===== config.mk =====
export PLATFORM = sky130hd
export DESIGN_NAME = cordic_check_sequencer
export DESIGN_NICKNAME = d
export VERILOG_FILES = /design/src/rtl/cordic_check_pkg.sv /design/src/rtl/cordic_sat_counter.sv /design/src/rtl/cordic_check_sequencer.sv
export SDC_FILE = /design/constraint.sdc
export NUM_CORES = 1
export LEC_CHECK = 0
export CAP_MARGIN = 20
export CORE_UTILIZATION = 35
export DETAILED_ROUTE_END_ITERATION = 8
export PLACE_DENSITY = 0.68
export SETUP_SLACK_MARGIN = 0.5
export SYNTH_ARGS = -nofsm -noshare
export SYNTH_HDL_FRONTEND = slang
export SYNTH_HIERARCHICAL = 1
export SYNTH_SLANG_ARGS = --single-unit

===== constraint.sdc =====
create_clock -name clk -period 2.01 [get_ports clk]
set_input_delay 0.402 -clock clk [delete_from_list [all_inputs] [get_ports clk]]
set_output_delay 0.402 -clock clk [all_outputs]
set_load 0.1 [all_outputs]

===== src/rtl/cordic_check_pkg.sv =====
// rtl/cordic_check_pkg.sv - shared types and helpers for the CORDIC check sequencer
//
// Purpose: state encoding, phase index constants and the phase-index to
// one-hot mapping used by cordic_check_sequencer.
// Ports: none (package).
package cordic_check_pkg;

    typedef enum logic [2:0] {
        ST_IDLE     = 3'd0,
        ST_SELFTEST = 3'd1,
        ST_CHECK    = 3'd2,
        ST_RETRY    = 3'd3,
        ST_DONE     = 3'd4
    } state_e;

    typedef logic [2:0] ph_idx_t;

    localparam ph_idx_t PH_A2 = 3'd0;
    localparam ph_idx_t PH_A3 = 3'd1;
    localparam ph_idx_t PH_A4 = 3'd2;
    localparam ph_idx_t PH_A5 = 3'd3;
    localparam ph_idx_t PH_A6 = 3'd4;

    // Bit 0 of the result drives a2, bit 4 drives a6.
    function automatic logic [4:0] phase_onehot(input ph_idx_t idx);
        logic [4:0] oh;
        oh = 5'b00000;
        case (idx)
            PH_A2:   oh = 5'b00001;
            PH_A3:   oh = 5'b00010;
            PH_A4:   oh = 5'b00100;
            PH_A5:   oh = 5'b01000;
            PH_A6:   oh = 5'b10000;
            default: oh = 5'b00000;
        endcase
        return oh;
    endfunction

endpackage


===== src/rtl/cordic_sat_counter.sv =====
// rtl/cordic_sat_counter.sv - saturating up-counter with synchronous clear
//
// Purpose: counts inc pulses and sticks at all-ones instead of wrapping.
// Ports:
//   clk_i    clock, rising edge
//   rst_i    synchronous active-high reset
//   clr_i    synchronous clear (same effect as reset)
//   inc_i    increment request for this cycle
//   count_o  current count, W bits
module cordic_sat_counter #(
    parameter int W = 8
) (
    input  logic         clk_i,
    input  logic         rst_i,
    input  logic         clr_i,
    input  logic         inc_i,
    output logic [W-1:0] count_o
);

    logic [W-1:0] count_q;

    always_ff @(posedge clk_i) begin
        if (rst_i || clr_i) begin
            count_q <= '0;
        end else if (inc_i && (count_q != {W{1'b1}})) begin
            count_q <= count_q + W'(1);
        end
    end

    assign count_o = count_q;

endmodule


===== src/rtl/cordic_check_sequencer.sv =====
// rtl/cordic_check_sequencer.sv - phase sequencer and verdict logic for the CORDIC checker
//
// Purpose: steps the combinational CORDIC consistency checker through a
// self-test and ITERS rounds of phases a2..a6, retries an iteration on a
// mismatch up to MAX_RETRY times, and reports pass/fault per operation.
// Ports:
//   clk, rst            clock and synchronous active-high reset
//   start               operation request, honoured only in IDLE
//   d, dn               checker mismatch / clean flags, sampled every edge
//   a2..a6              one-hot phase code to the checker
//   v                   self-test strobe to the checker
//   busy, done          activity level and one-cycle completion pulse
//   pass, fault         verdicts, held until the next accepted start
//   iter, retry_cnt     current iteration and retries used
//   err_cnt             saturating mismatch count for this operation
module cordic_check_sequencer
    import cordic_check_pkg::*;
#(
    parameter int ITERS     = 8,
    parameter int MAX_RETRY = 2,
    parameter int ERRW      = 8,
    localparam int IW       = (ITERS > 1) ? $clog2(ITERS) : 1,
    localparam int RW       = (MAX_RETRY > 0) ? $clog2(MAX_RETRY + 1) : 1
) (
    input  logic            clk,
    input  logic            rst,
    input  logic            start,
    input  logic            d,
    input  logic            dn,
    output logic            a2,
    output logic            a3,
    output logic            a4,
    output logic            a5,
    output logic            a6,
    output logic            v,
    output logic            busy,
    output logic            done,
    output logic            pass,
    output logic            fault,
    output logic [IW-1:0]   iter,
    output logic [RW-1:0]   retry_cnt,
    output logic [ERRW-1:0] err_cnt
);

    state_e        state_q;
    ph_idx_t       ph_idx_q;
    logic [4:0]    phase_q;
    logic          v_q;
    logic          busy_q;
    logic          done_q;
    logic          pass_q;
    logic          fault_q;
    logic [IW-1:0] iter_q;
    logic [RW-1:0] retry_q;

    logic          clean;
    logic          mismatch;
    logic          err_clr;
    logic          err_inc;
    ph_idx_t       ph_next;

    assign clean    = !d && dn;
    assign mismatch = d && !dn;
    assign err_clr  = (state_q == ST_IDLE) && start;
    assign err_inc  = (state_q == ST_CHECK) && mismatch;
    assign ph_next  = ph_idx_t'(ph_idx_q + 3'd1);

    always_ff @(posedge clk) begin
        if (rst) begin
            state_q  <= ST_IDLE;
            ph_idx_q <= PH_A2;
            phase_q  <= 5'b00000;
            v_q      <= 1'b0;
            busy_q   <= 1'b0;
            done_q   <= 1'b0;
            pass_q   <= 1'b0;
            fault_q  <= 1'b0;
            iter_q   <= '0;
            retry_q  <= '0;
        end else begin
            done_q <= 1'b0;
            case (state_q)
                ST_IDLE: begin
                    if (start) begin
                        state_q <= ST_SELFTEST;
                        v_q     <= 1'b1;
                        phase_q <= phase_onehot(PH_A2);
                        busy_q  <= 1'b1;
                        pass_q  <= 1'b0;
                        fault_q <= 1'b0;
                        iter_q  <= '0;
                        retry_q <= '0;
                    end
                end
                ST_SELFTEST: begin
                    v_q <= 1'b0;
                    // A healthy checker must flag the forced self-test mismatch.
                    if (d) begin
                        state_q  <= ST_CHECK;
                        ph_idx_q <= PH_A2;
                        phase_q  <= phase_onehot(PH_A2);
                    end else begin
                        state_q <= ST_DONE;
                        phase_q <= 5'b00000;
                        fault_q <= 1'b1;
                        pass_q  <= 1'b0;
                        done_q  <= 1'b1;
                    end
                end
                ST_CHECK: begin
                    if (clean) begin
                        if (ph_idx_q == PH_A6) begin
                            if (iter_q == IW'(ITERS - 1)) begin
                                state_q <= ST_DONE;
                                phase_q <= 5'b00000;
                                pass_q  <= 1'b1;
                                done_q  <= 1'b1;
                            end else begin
                                iter_q   <= iter_q + IW'(1);
                                ph_idx_q <= PH_A2;
                                phase_q  <= phase_onehot(PH_A2);
                            end
                        end else begin
                            ph_idx_q <= ph_next;
                            phase_q  <= phase_onehot(ph_next);
                        end
                    end else if (mismatch) begin
                        state_q <= ST_RETRY;
                        phase_q <= 5'b00000;
                    end else begin
                        // d and dn agree: the checker itself is broken.
                        state_q <= ST_DONE;
                        phase_q <= 5'b00000;
                        fault_q <= 1'b1;
                        pass_q  <= 1'b0;
                        done_q  <= 1'b1;
                    end
                end
                ST_RETRY: begin
                    if (retry_q < RW'(MAX_RETRY)) begin
                        retry_q  <= retry_q + RW'(1);
                        state_q  <= ST_CHECK;
                        ph_idx_q <= PH_A2;
                        phase_q  <= phase_onehot(PH_A2);
                    end else begin
                        state_q <= ST_DONE;
                        pass_q  <= 1'b0;
                        done_q  <= 1'b1;
                    end
                end
                ST_DONE: begin
                    state_q <= ST_IDLE;
                    busy_q  <= 1'b0;
                end
                default: begin
                    state_q <= ST_IDLE;
                    phase_q <= 5'b00000;
                    v_q     <= 1'b0;
                    busy_q  <= 1'b0;
                end
            endcase
        end
    end

    cordic_sat_counter #(
        .W (ERRW)
    ) u_err_cnt (
        .clk_i   (clk),
        .rst_i   (rst),
        .clr_i   (err_clr),
        .inc_i   (err_inc),
        .count_o (err_cnt)
    );

    assign a2        = phase_q[0];
    assign a3        = phase_q[1];
    assign a4        = phase_q[2];
    assign a5        = phase_q[3];
    assign a6        = phase_q[4];
    assign v         = v_q;
    assign busy      = busy_q;
    assign done      = done_q;
    assign pass      = pass_q;
    assign fault     = fault_q;
    assign iter      = iter_q;
    assign retry_cnt = retry_q;

endmodule


# After elaboration in Yosys (flattened, before gate mapping)
# Index checks and enable logic that the tools add are counted.
# word_totals
ff_bits	29
out_inout_bits	23
inputBits	5
wordCells	122
# op_classes
n_eq_ne	25
bitwise_logic	3
order_cmp	1
reduce_logical	26
n_mux	52
add_sub_neg	4
# op_table
operator	n
$pmux W5 S5	2
$mux W3	16
$mux W5	4
$mux W1	19
$ne A2 B2 Y1 const B	9
$reduce_and A5 Y1	3
$eq A3 B2 Y1 const B	4
$eq A3 B3 Y1 const B	4
$pmux W3 S4	1
$pmux W3 S3	1
$reduce_and A3 Y1	3
$add A8 B1 Y8 const B	1
$ne A8 B8 Y1 const B	1
$reduce_and A7 Y1	1
$add A3 B1 Y3 const B	2
$eq A3 B1 Y1 const B	2
$logic_not A3 Y1	2
$ne A3 B2 Y1 const B	2
$ne A3 B3 Y1 const B	2
$pmux W1 S3	2
$pmux W3 S2	1
$reduce_bool A3 Y1	2
$reduce_or A3 Y1	2
$logic_and A1 B1 Y1	5
other kinds (13)	20

# Logic depth before layout (Yosys ltp)
# depth
depth_word	6
mapped_depth	6
mapped_depth_nobuf	6

# Cells and area by module
# Netlist, hierarchy kept.
# modules_own_cells
module	cells_each	seq_area_each_um2	instances	area_each_um2
cordic_check_sequencer	136	420.4	1	1154.9
cordic_sat_counter	48	160.2	1	421.7

# Least setup slack after synthesis
# Ideal clock, no wire load.
# synth_path
path_type	register -> register
start	register iter_q[0] (netlist: iter[0])
end	register state_q[0]
setup_time_ns	0.086
stages_incl_launch_ff	7
synth_period_minus_slack_ns	2.486
arrival_ns	2.400
setup_slack_ns	-0.476
path_cell_list	dfxtp_1 -> ha_1 -> ha_1 -> and3_1 -> nor3_2 -> or4_1 -> a211oi_1
# synth_between
elab_chain_len	3
# synth_rtl
element	line	rtl
start: declaration	cordic_check_sequencer.sv:53	logic [IW-1:0] iter_q;
start signal: assignment	cordic_check_sequencer.sv:119	iter_q <= iter_q + IW'(1);
$eq A3 B3 Y1	cordic_check_sequencer.sv:113	if (iter_q == IW'(ITERS - 1)) begin
$ne A3 B2 Y1 (no line)	n/a	
$reduce_and A3 Y1 (no line)	n/a	
end signal: assignment	cordic_check_sequencer.sv:114	state_q <= ST_DONE;
end signal: assignment	cordic_check_sequencer.sv:128	state_q <= ST_RETRY;
end signal: assignment	cordic_check_sequencer.sv:132	state_q <= ST_DONE;
end: declaration	cordic_check_sequencer.sv:45	state_e state_q;
# Every way passes these cells.
# A chain may end at the register's enable or synchronous reset.

# Final worst setup path
# layout_path
start	register state_q[1]
end	register iter_q[0] (netlist: iter[0])
# layout_between
elab_chain_len	3
elab_cells_between_ends	9
classes_between	5 x eq/ne; 1 x mux; 3 x reduce/logical
# layout_rtl
element	line	rtl
start signal: assignment	cordic_check_sequencer.sv:70	state_q <= ST_IDLE;
start signal: assignment	cordic_check_sequencer.sv:85	state_q <= ST_SELFTEST;
start signal: assignment	cordic_check_sequencer.sv:99	state_q <= ST_CHECK;
$eq A3 B2 Y1 / $logic_not A3 Y1 (equally long branches)	cordic_check_sequencer.sv:82	case (state_q)
$ne A2 B2 Y1 (no line), or another cell as far along	n/a	
$reduce_and A5 Y1 (no line)	n/a	
# Several ways; a longest one is shown, not always the timed one.

==> impl_metrics.toml <==
[clocking]
root_buffer = "clkbuf_8"
clock-sinks = 29
cts_tree = "built"
clk_path_buf_depth = 2
cts_buffers = 5
hold_buffers = 0
insertion_delay_ps = 280
clkTransAtPathRegs_ps = 60
cts_max_level = 2

[global_route]
grt_pass1_vias = 1429
grt_overflow = 0
grt_usage_pct = 17.4
grt_max_degree = 19
antenna_found_initial = 0
grt_pass1_wl_mm = 6.64

[worst_setup_path]
critPathSlowestCell = "or3b_4"
critPathKind = "reg2reg"
max_stage_delay_ps = 400
cp.arrival_ps = 1910
crit_chain = "or3b_4 > buf_6 > o41ai_4 > buf_4 > mux2i_1 > nor2_1"
cp-end-kind = "register"
path_buf_inv = 2
cp_max_fo = 5
crit_family = "simple AND/OR/NAND/NOR gates"
crit_required_ps = 2180
startpoint_type = "register"

[synthesis]
async_reset_ff_share_pct = 0
syn-cell-area_um2 = 1580
synth.distinct_cells = 48
yosysSeqAreaShare_pct = 36.8
synth_seq_cells = 29
yosys_warnings = 6
synth_nets = 198
synth_edf_count = 0
synth_top_flop_cell = "dfxtp_1"
postSynthCellCount = 184
synth_area_per_cell_um2 = 8.57

[floorplan]
boundaryPins = 28
start_util_pct = 36.2
rows = 24
die-area_um2 = 4780
die_y_um = 69.1
core_area_um2 = 4350
fp.dieW_um = 69.1

[final_layout]
regArea_um2 = 618
final_cell_mix = "49 x buf_4, 16 x a21oi_1, 15 x nor2_1, 13 x dfxtp_1, 11 x nand2_1"
drive_above_1_share_pct = 46.9
fin_nets = 256
fillers = 377
antenna_cells = 0
multiInputGateArea_um2 = 1100
area_growth_pct = 52.1
mostFrequentLayoutCell = "buf_4"

[sta]
min_period_ps = 1740
whs_ps = 485
period_share_pct = 86.5
setup-violations-final = 0
finClkSkew_ps = 8.42
relSlewSlack_pct = 65.2
hold_violations = 0
grt_setup_unrepaired = "yes"
worst_slew_pin_slew_ps = 520
fin_ws_ps = 272
final_max_slew_viol_count = 0
max_freq_mhz = 575

[pwr]
max-vdd-ir-drop_uv = 379
leakage_uw = 0.000971
pwr_density_cell_nw_per_um2 = 743
finalPower_uw = 1780

[detailed_routing]
wire_per_inst_um = 13.8
dr.pass1.iters = 4
routed_wl_mm = 4.08
drcViolationCount = 0
drt_iter0_drc = 69
antenna_left = 0
vias_per_cell = 5.34
vias = 1575

[placement]
pre_cts_ws_ps = -42.9
finalWeightedCongestion = 0.800
dpl.hpwl_mm = 2.68
io_buffers = 27

[min_path]
hp-class = "reg2reg"

[run_status]
outcome = "completed"

[flow_run]
drv_cap = 0
-- flip-flops by register name, summed over array words and instances (netlist names) --
| name | flops |
|---|---|
| u_err_cnt/count_o | 8 |
| fault | 1 |
| iter | 3 |
| done | 1 |
| state_q | 3 |
| pass | 1 |
| ph_idx_q | 3 |
| busy | 1 |
| retry_cnt | 2 |
| phase_q | 5 |
| v | 1 |
-- cell usage after synthesis (3+ instances only) --
cell / n / area share [%]
dfxtp_1: 29 / 37
clkbuf_1: 4 / 0.95
and3_1: 3 / 1.2
nand3_1: 8 / 2.5
mux2i_1: 5 / 3.2
a211oi_1: 3 / 1.4
nand2_1: 11 / 2.6
nand2b_1: 4 / 1.6
ha_1: 9 / 7.1
o21ai_0: 6 / 1.9
inv_1: 11 / 2.6
a31oi_1: 4 / 1.6
a21oi_1: 17 / 5.4
nor2_1: 18 / 4.3
or3_1: 4 / 1.6
a22oi_1: 3 / 1.4
-- worst paths after layout --
path | cells after the start | slack, ps | start | endpoint
setup / recovery | 6 | 270 | state_q[1] | iter[0]
hold / removal | 2 | 480 | v | v
setup reg to reg | 6 | 270 | state_q[1] | iter[0]
hold reg to reg | 2 | 480 | v | v
-- layer usage --
metal / wire length (um) / up-vias / track usage [%]
met3: 151 / 6 / 4.97
met1: 1910 / 750 / 22.7
met2: 1960 / 27 / 27.6
met5: 0 / - / 0
met4: 51 / 0 / 5.44
li1: - / 792 / -
-- kinds of logic after synthesis --
kind of cell               after synthesis  share of synthesized area (%)
and+or+nand+nor                         77                           27.7
AOI/OAI and AO/OA                       45                           19.5
DFF                                     29                           36.8
buffers and inverters                   18                           4.92
adders and majority gates                9                           7.14
muxes                                    6                           3.89
-- repair_timing --
item                       4_1_cts  5_1_grt
setup buffers                   11        5
cloned                           0        0
hold endpoints to repair         0        0
pin swaps                       13        8
resized for setup               28       14
setup endpoints to repair       29       26
-- through the flow --
step	utilization [%]	instance area (um2)	cells	setup TNS [ps]
6_report	55.1	2400	295	0
5_1_grt	55.1	2400	295	0
4_1_cts	52.6	2290	290	0
3_5_place_dp	46.2	2010	271	-71.2
3_3_place_gp	46.2	2010	271	-8.07
2_1_floorplan	-	1660	184	0
-- cell type report --
class	count	share of cell area, %
Clock buffer	7	3.60
Tap cell	52	2.71
Sequential cell	29	25.8
Clock inverter	1	1.25
Inverter	11	1.72
Timing Repair Buffer	58	19.2
Multi-Input combinational cell	137	45.7
-- power breakdown --
part,switching (uW),internal (uW),leakage [uW],total (uW)
clock network,217,404,0.0000585,620
logic,340,204,0.000667,543
registers,19.4,599,0.000245,619
-- worst min-delay path: cells and delay by family, from the launching register on --
family / cells / cell delay, ps
DFF: 1 / 300
AOI/OAI and AO/OA: 2 / 130
No activity file was read; power rests on OpenSTA's default activity.
==> RTL edit 1: new RTL, same flow settings <==
Make the reset (`rst`) asynchronous in one clocked block. Comments in the files are not updated.
--- a/src/rtl/cordic_check_sequencer.sv
+++ b/src/rtl/cordic_check_sequencer.sv
@@ -65,7 +65,7 @@
     assign err_inc  = (state_q == ST_CHECK) && mismatch;
     assign ph_next  = ph_idx_t'(ph_idx_q + 3'd1);
 
-    always_ff @(posedge clk) begin
+    always_ff @(posedge clk or posedge rst) begin
         if (rst) begin
             state_q  <= ST_IDLE;
             ph_idx_q <= PH_A2;
Check against the original RTL: differs if rst is asserted again (counterexample within 4 cycles, from zero or initial values and one cycle with rst high); with rst held inactive, the same outputs for 10 cycles.
==> RTL edit 1 against the original RTL <==
The flow now finishes with violations (DRC); sequential share of layout area increased by 3.9 points; wire length decreased by 2.6%; sequential cell count unchanged; synthesized area increased by 4.3%; worst setup slack improved by 0.073 ns; highest routed layer unchanged; clock skew decreased by 0.0030 ns; core utilization decreased by 0.98 points; cell area increased by 0.26%; count of clock-buffer cells in the layout unchanged; critical path type unchanged; via count decreased by 6.9%.
Power is not compared: it rests on default switching activity, and its combinational part moved more than twofold at a synthesized area within 25%.
==> RTL edit 1: results (changes against the original RTL) <==
[global_route]
grt_usage = 0.1693  ; -0.004713
use_met2 = 0.2665  ; -0.009709
grt_pass1_vias = 1381  ; -3.4%
grt_max_degree = 17  ; -2
grt_pass1_wl_um = 6541  ; -1.6%
grt_util_met1 = 0.2231  ; -0.004147
met3_usage = 0.04986  ; +0.0001499

[power]
peakVddDrop_mv = 0.8385

[clock_network]
post_cts_resized = 15  ; -46%
postCtsSetupBuffers = 7  ; -4
ctsRootBufferMaster = clkbuf_8

[timing]
slew_headroom = 0.7341  ; +0.08180
fin_worst_skew_ns = 0.005446  ; -0.002973 ns

[routing]
vias_per_cell = 5.277  ; -1.2%
drc = 6  ; +6
drtPass1Iterations = 6  ; +2
route.met3.wl_um = 182  ; +21%
drtIter0Drc = 90  ; +30%
routedWlPerCell_um = 14.28  ; +3.3%
wl_met1_um = 1830  ; -4.2%
met2RoutedLength_um = 1938  ; -1.3%

[placement]
dpl.hpwl_um = 2679  ; -0.13%
place_congestion = 0.7564  ; -5.4%
dpl.cell_count = 258  ; -4.8%
dpl_cell_area_mm2 = 0.002098  ; +4.3%

[synth]
netlist_top_cells_count = 21 x dfrtp_1, 14 x nand2_1, 13 x a21oi_1
syn_nets = 186  ; -6.1%
synth_compound_area_frac = 0.1735  ; -0.02172
synth-seq-area-share = 0.4170  ; +0.04879
synth_mux_area_frac = 0.06088  ; +0.02199
ys.flop_type = dfrtp_1
async_flop_share = 0.7241  ; +0.7241
synth_cells = 172  ; -6.5%

[setup_path]
reg2reg_depth = 5  ; -1
crit_fanout = 4  ; -1
reg2reg_from = state_q[2]
critPathMaxStageDelay_ns = 0.42  ; +0.02 ns
ff2ff_setup_slack_ns = 0.34  ; +0.07 ns
critPathArrivalTime_ns = 1.83  ; -0.08 ns

[hold_path]
min_to = u_err_cnt/count_o[4]
hp-start = u_err_cnt/count_o[4]

[final_layout]
fin_cells = 278  ; -5.8%
drive_gt1_frac = 0.4558  ; -0.01338
nets = 239  ; -6.6%

[status]
status = finished with violations
violations = DRC

==> RTL edit 1: metrics by stage <==
step / hold slack (ns) / worst slack [ns] / util
floorplan: 0.3784 / 0.2529 / -
detailed placement: 0.4825 / 0.01965 / 0.4721
global placement: 0.4746 / 0.05207 / 0.4721
finish: 0.4923 / 0.3450 / 0.5411
global route: 0.5059 / 0.2952 / 0.5411
CTS: 0.4908 / 0.3146 / 0.5186
==> RTL edit 1: area by class of cell <==
class                           count  area [um^2]
Multi-Input combinational cell    127         1033
Inverter                           11        41.29
Fill cell                         405         2039
Clock buffer                        7        96.34
Tap cell                           52        65.06
Clock inverter                      1        5.005
Timing Repair Buffer               51        450.4
Sequential cell                    29        713.2
==> RTL edit 1: where the power goes <==
part	total (mW)	internal [mW]	switching [mW]	leakage [nW]
registers	0.802	0.700	0.102	0.337
logic	1.67	0.574	1.10	0.674
clock network	0.531	0.309	0.222	0.0542
total	3.00	1.58	1.42	1.07
==> RTL edit 2: new RTL, same flow settings <==
Made on the original files. `ERRW`: 8 -> 7.
--- a/src/rtl/cordic_check_sequencer.sv
+++ b/src/rtl/cordic_check_sequencer.sv
@@ -18,7 +18,7 @@
 #(
     parameter int ITERS     = 8,
     parameter int MAX_RETRY = 2,
-    parameter int ERRW      = 8,
+    parameter int ERRW      = 7,
     localparam int IW       = (ITERS > 1) ? $clog2(ITERS) : 1,
     localparam int RW       = (MAX_RETRY > 0) ? $clog2(MAX_RETRY + 1) : 1
 ) (
Ports: changed (resized err_cnt); port bits go from 28 to 27. No check against the original RTL was run, so the function may have changed too.
==> RTL edit 2 against the original RTL <==
Cell area decreased by 10%; clock skew increased by 0.00053 ns; power decreased by 28%; via count decreased by 11%; hold slack improved by 0.0016 ns; synthesized area decreased by 5.1%; worst setup slack improved by 0.16 ns; wire length decreased by 8.1%; first-iteration DRC count decreased by 23%; sequential cell count decreased by 1; sequential power decreased by 6.6%.
==> RTL edit 2: results (changes against the original RTL) <==
[timing]
slew_headroom = 0.7343  ; +0.08200
fin_worst_skew_ns = 0.008949  ; +0.0005298 ns
maxSlewViolCount = 0  ; unchanged

[synth]
syn_nets = 184  ; -7.1%
synth_warnings = 6  ; unchanged
synthTopCellsByArea = dfxtp_1 37%, ha_1 7.5%, a21oi_1 5.0%
netlist_top_cells_count = 28 x dfxtp_1, 15 x a21oi_1, 15 x nor2_1
synth-seq-area-share = 0.3746  ; +0.006328
yosysUniqueCellTypes = 51  ; +6.3%

[final_layout]
largest_register_ffs = 7  ; -1
drive_gt1_frac = 0.4481  ; -0.02102
nets = 227  ; -11%

[setup_path]
r2r_end = u_err_cnt/count_o[5]
reg2reg_depth = 5  ; -1
reg2reg_from = state_q[2]
ff2ff_setup_slack_ns = 0.43  ; +0.16 ns
crit_fanout = 6  ; +1
critPathArrivalTime_ns = 1.75  ; -0.16 ns

[global_route]
grt_pass1_wl_um = 5906  ; -11%
grt_pass1_vias = 1279  ; -10%
grt_max_degree = 17  ; -2
grt_usage = 0.1736  ; -0.0004071

[placement]
place_congestion = 0.8107  ; +1.4%
dpl.hpwl_um = 2660  ; -0.86%
io_buffers = 26  ; -3.7%

[routing]
vias = 1406  ; -11%
routedWlPerCell_um = 14.31  ; +3.5%
drtIter0Drc = 53  ; -23%

[power]
p_switching_uw = 402.8  ; -30%
leakage_nw = 0.8653  ; -11%
peakVddDrop_mv = 0.3446  ; -9.0%

[hold_path]
min_path_cells = 1  ; -1
min_to = state_q[0]
hp-start = state_q[2]

[clock_network]
ctsRootBufferMaster = clkbuf_8
h-tree-depth = 1  ; -1
numCtsBuffers = 3  ; -2
clk_pin_slew_ns = 0.10  ; +0.04 ns

[status]
status = completed

## RTL edit 2: changes by cell type after synthesis, moves of 3 or more
| cell | delta |
|---|---|
| nor2_1 | -3 |
| nor3_1 | +4 |
| nand3_1 | -5 |
| a22oi_1 | -3 |
| a22o_1 | +6 |
| or3_1 | -4 |
| inv_1 | -4 |
## RTL edit 2: power groups by stage
stage               Combinational (mW)  Clock, mW  Sequential (mW)
finish                           0.311      0.399            0.578
global route                     0.329      0.439            0.581
CTS                              0.294      0.411            0.580
detailed placement               0.271          0            0.594
global placement                 0.269          0            0.595
floorplan                        0.108          0            0.680
## RTL edit 2: layout make-up
class | instances | area [um^2]
Clock buffer | 4 | 66.31
Fill cell | 370 | 1902
Inverter | 7 | 26.28
Multi-Input combinational cell | 127 | 1025
Sequential cell | 28 | 609.3
Tap cell | 50 | 62.56
Timing Repair Buffer | 46 | 366.6
## RTL edit 2: how the worst max path moves through the flow
stage / from / to / slack, ns
finish: state_q[2] / u_err_cnt/count_o[5] / 0.43
CTS: iter[1] / iter[2] / 0.44
floorplan: iter[1] / iter[1] / 0.41
global placement: d / pass / -0.02
detailed placement: start / iter[2] / -0.04
global route: state_q[2] / u_err_cnt/count_o[5] / 0.40
## RTL edit 2: logic make-up (layout without fill, tap and decap cells)
kind of cell | count (synthesis) | after routing | share of synthesized area
muxes | 3 | 3 | 0.02007
DFF | 28 | 28 | 0.3746
AOI/OAI and AO/OA | 52 | 52 | 0.2492
buffers and inverters | 15 | 57 | 0.04014
adders and majority gates | 9 | 9 | 0.07525
and+or+nand+nor | 63 | 63 | 0.2408
## RTL edit 2: timing repair
action,4_1_cts,5_1_grt
gates resized for setup,25,21
setup buffers,5,4
endpoints found under the setup margin,26,22
pin swaps,6,9
## RTL edit 2: through the flow
stage	area, um^2	hold slack (ns)	std cells	worst slack (ns)
4_1_cts	2063	0.4905	258	0.4352
3_3_place_gp	1883	0.4627	249	-0.01895
5_1_grt	2156	0.4955	262	0.4023
2_1_floorplan	1567	0.5179	170	0.4086
3_5_place_dp	1883	0.4641	249	-0.04349
6_report	2156	0.4863	262	0.4272
## RTL edit 2: per-layer routing
metal,global-route usage,routed length [um],vias up
met3,0.02534,134,2
met5,0,0,-
met4,0.05585,24,0
met2,0.2975,1803,33
li1,-,-,720
met1,0.2212,1785,651
## RTL edit 2: worst max-delay path: stages (launching register included)
cell and delay (ns):
dfxtp_4 0.38, or3b_4 0.45, nor2_4 0.18, nand3_1 0.13, o311ai_1 0.23, o41ai_1 0.11
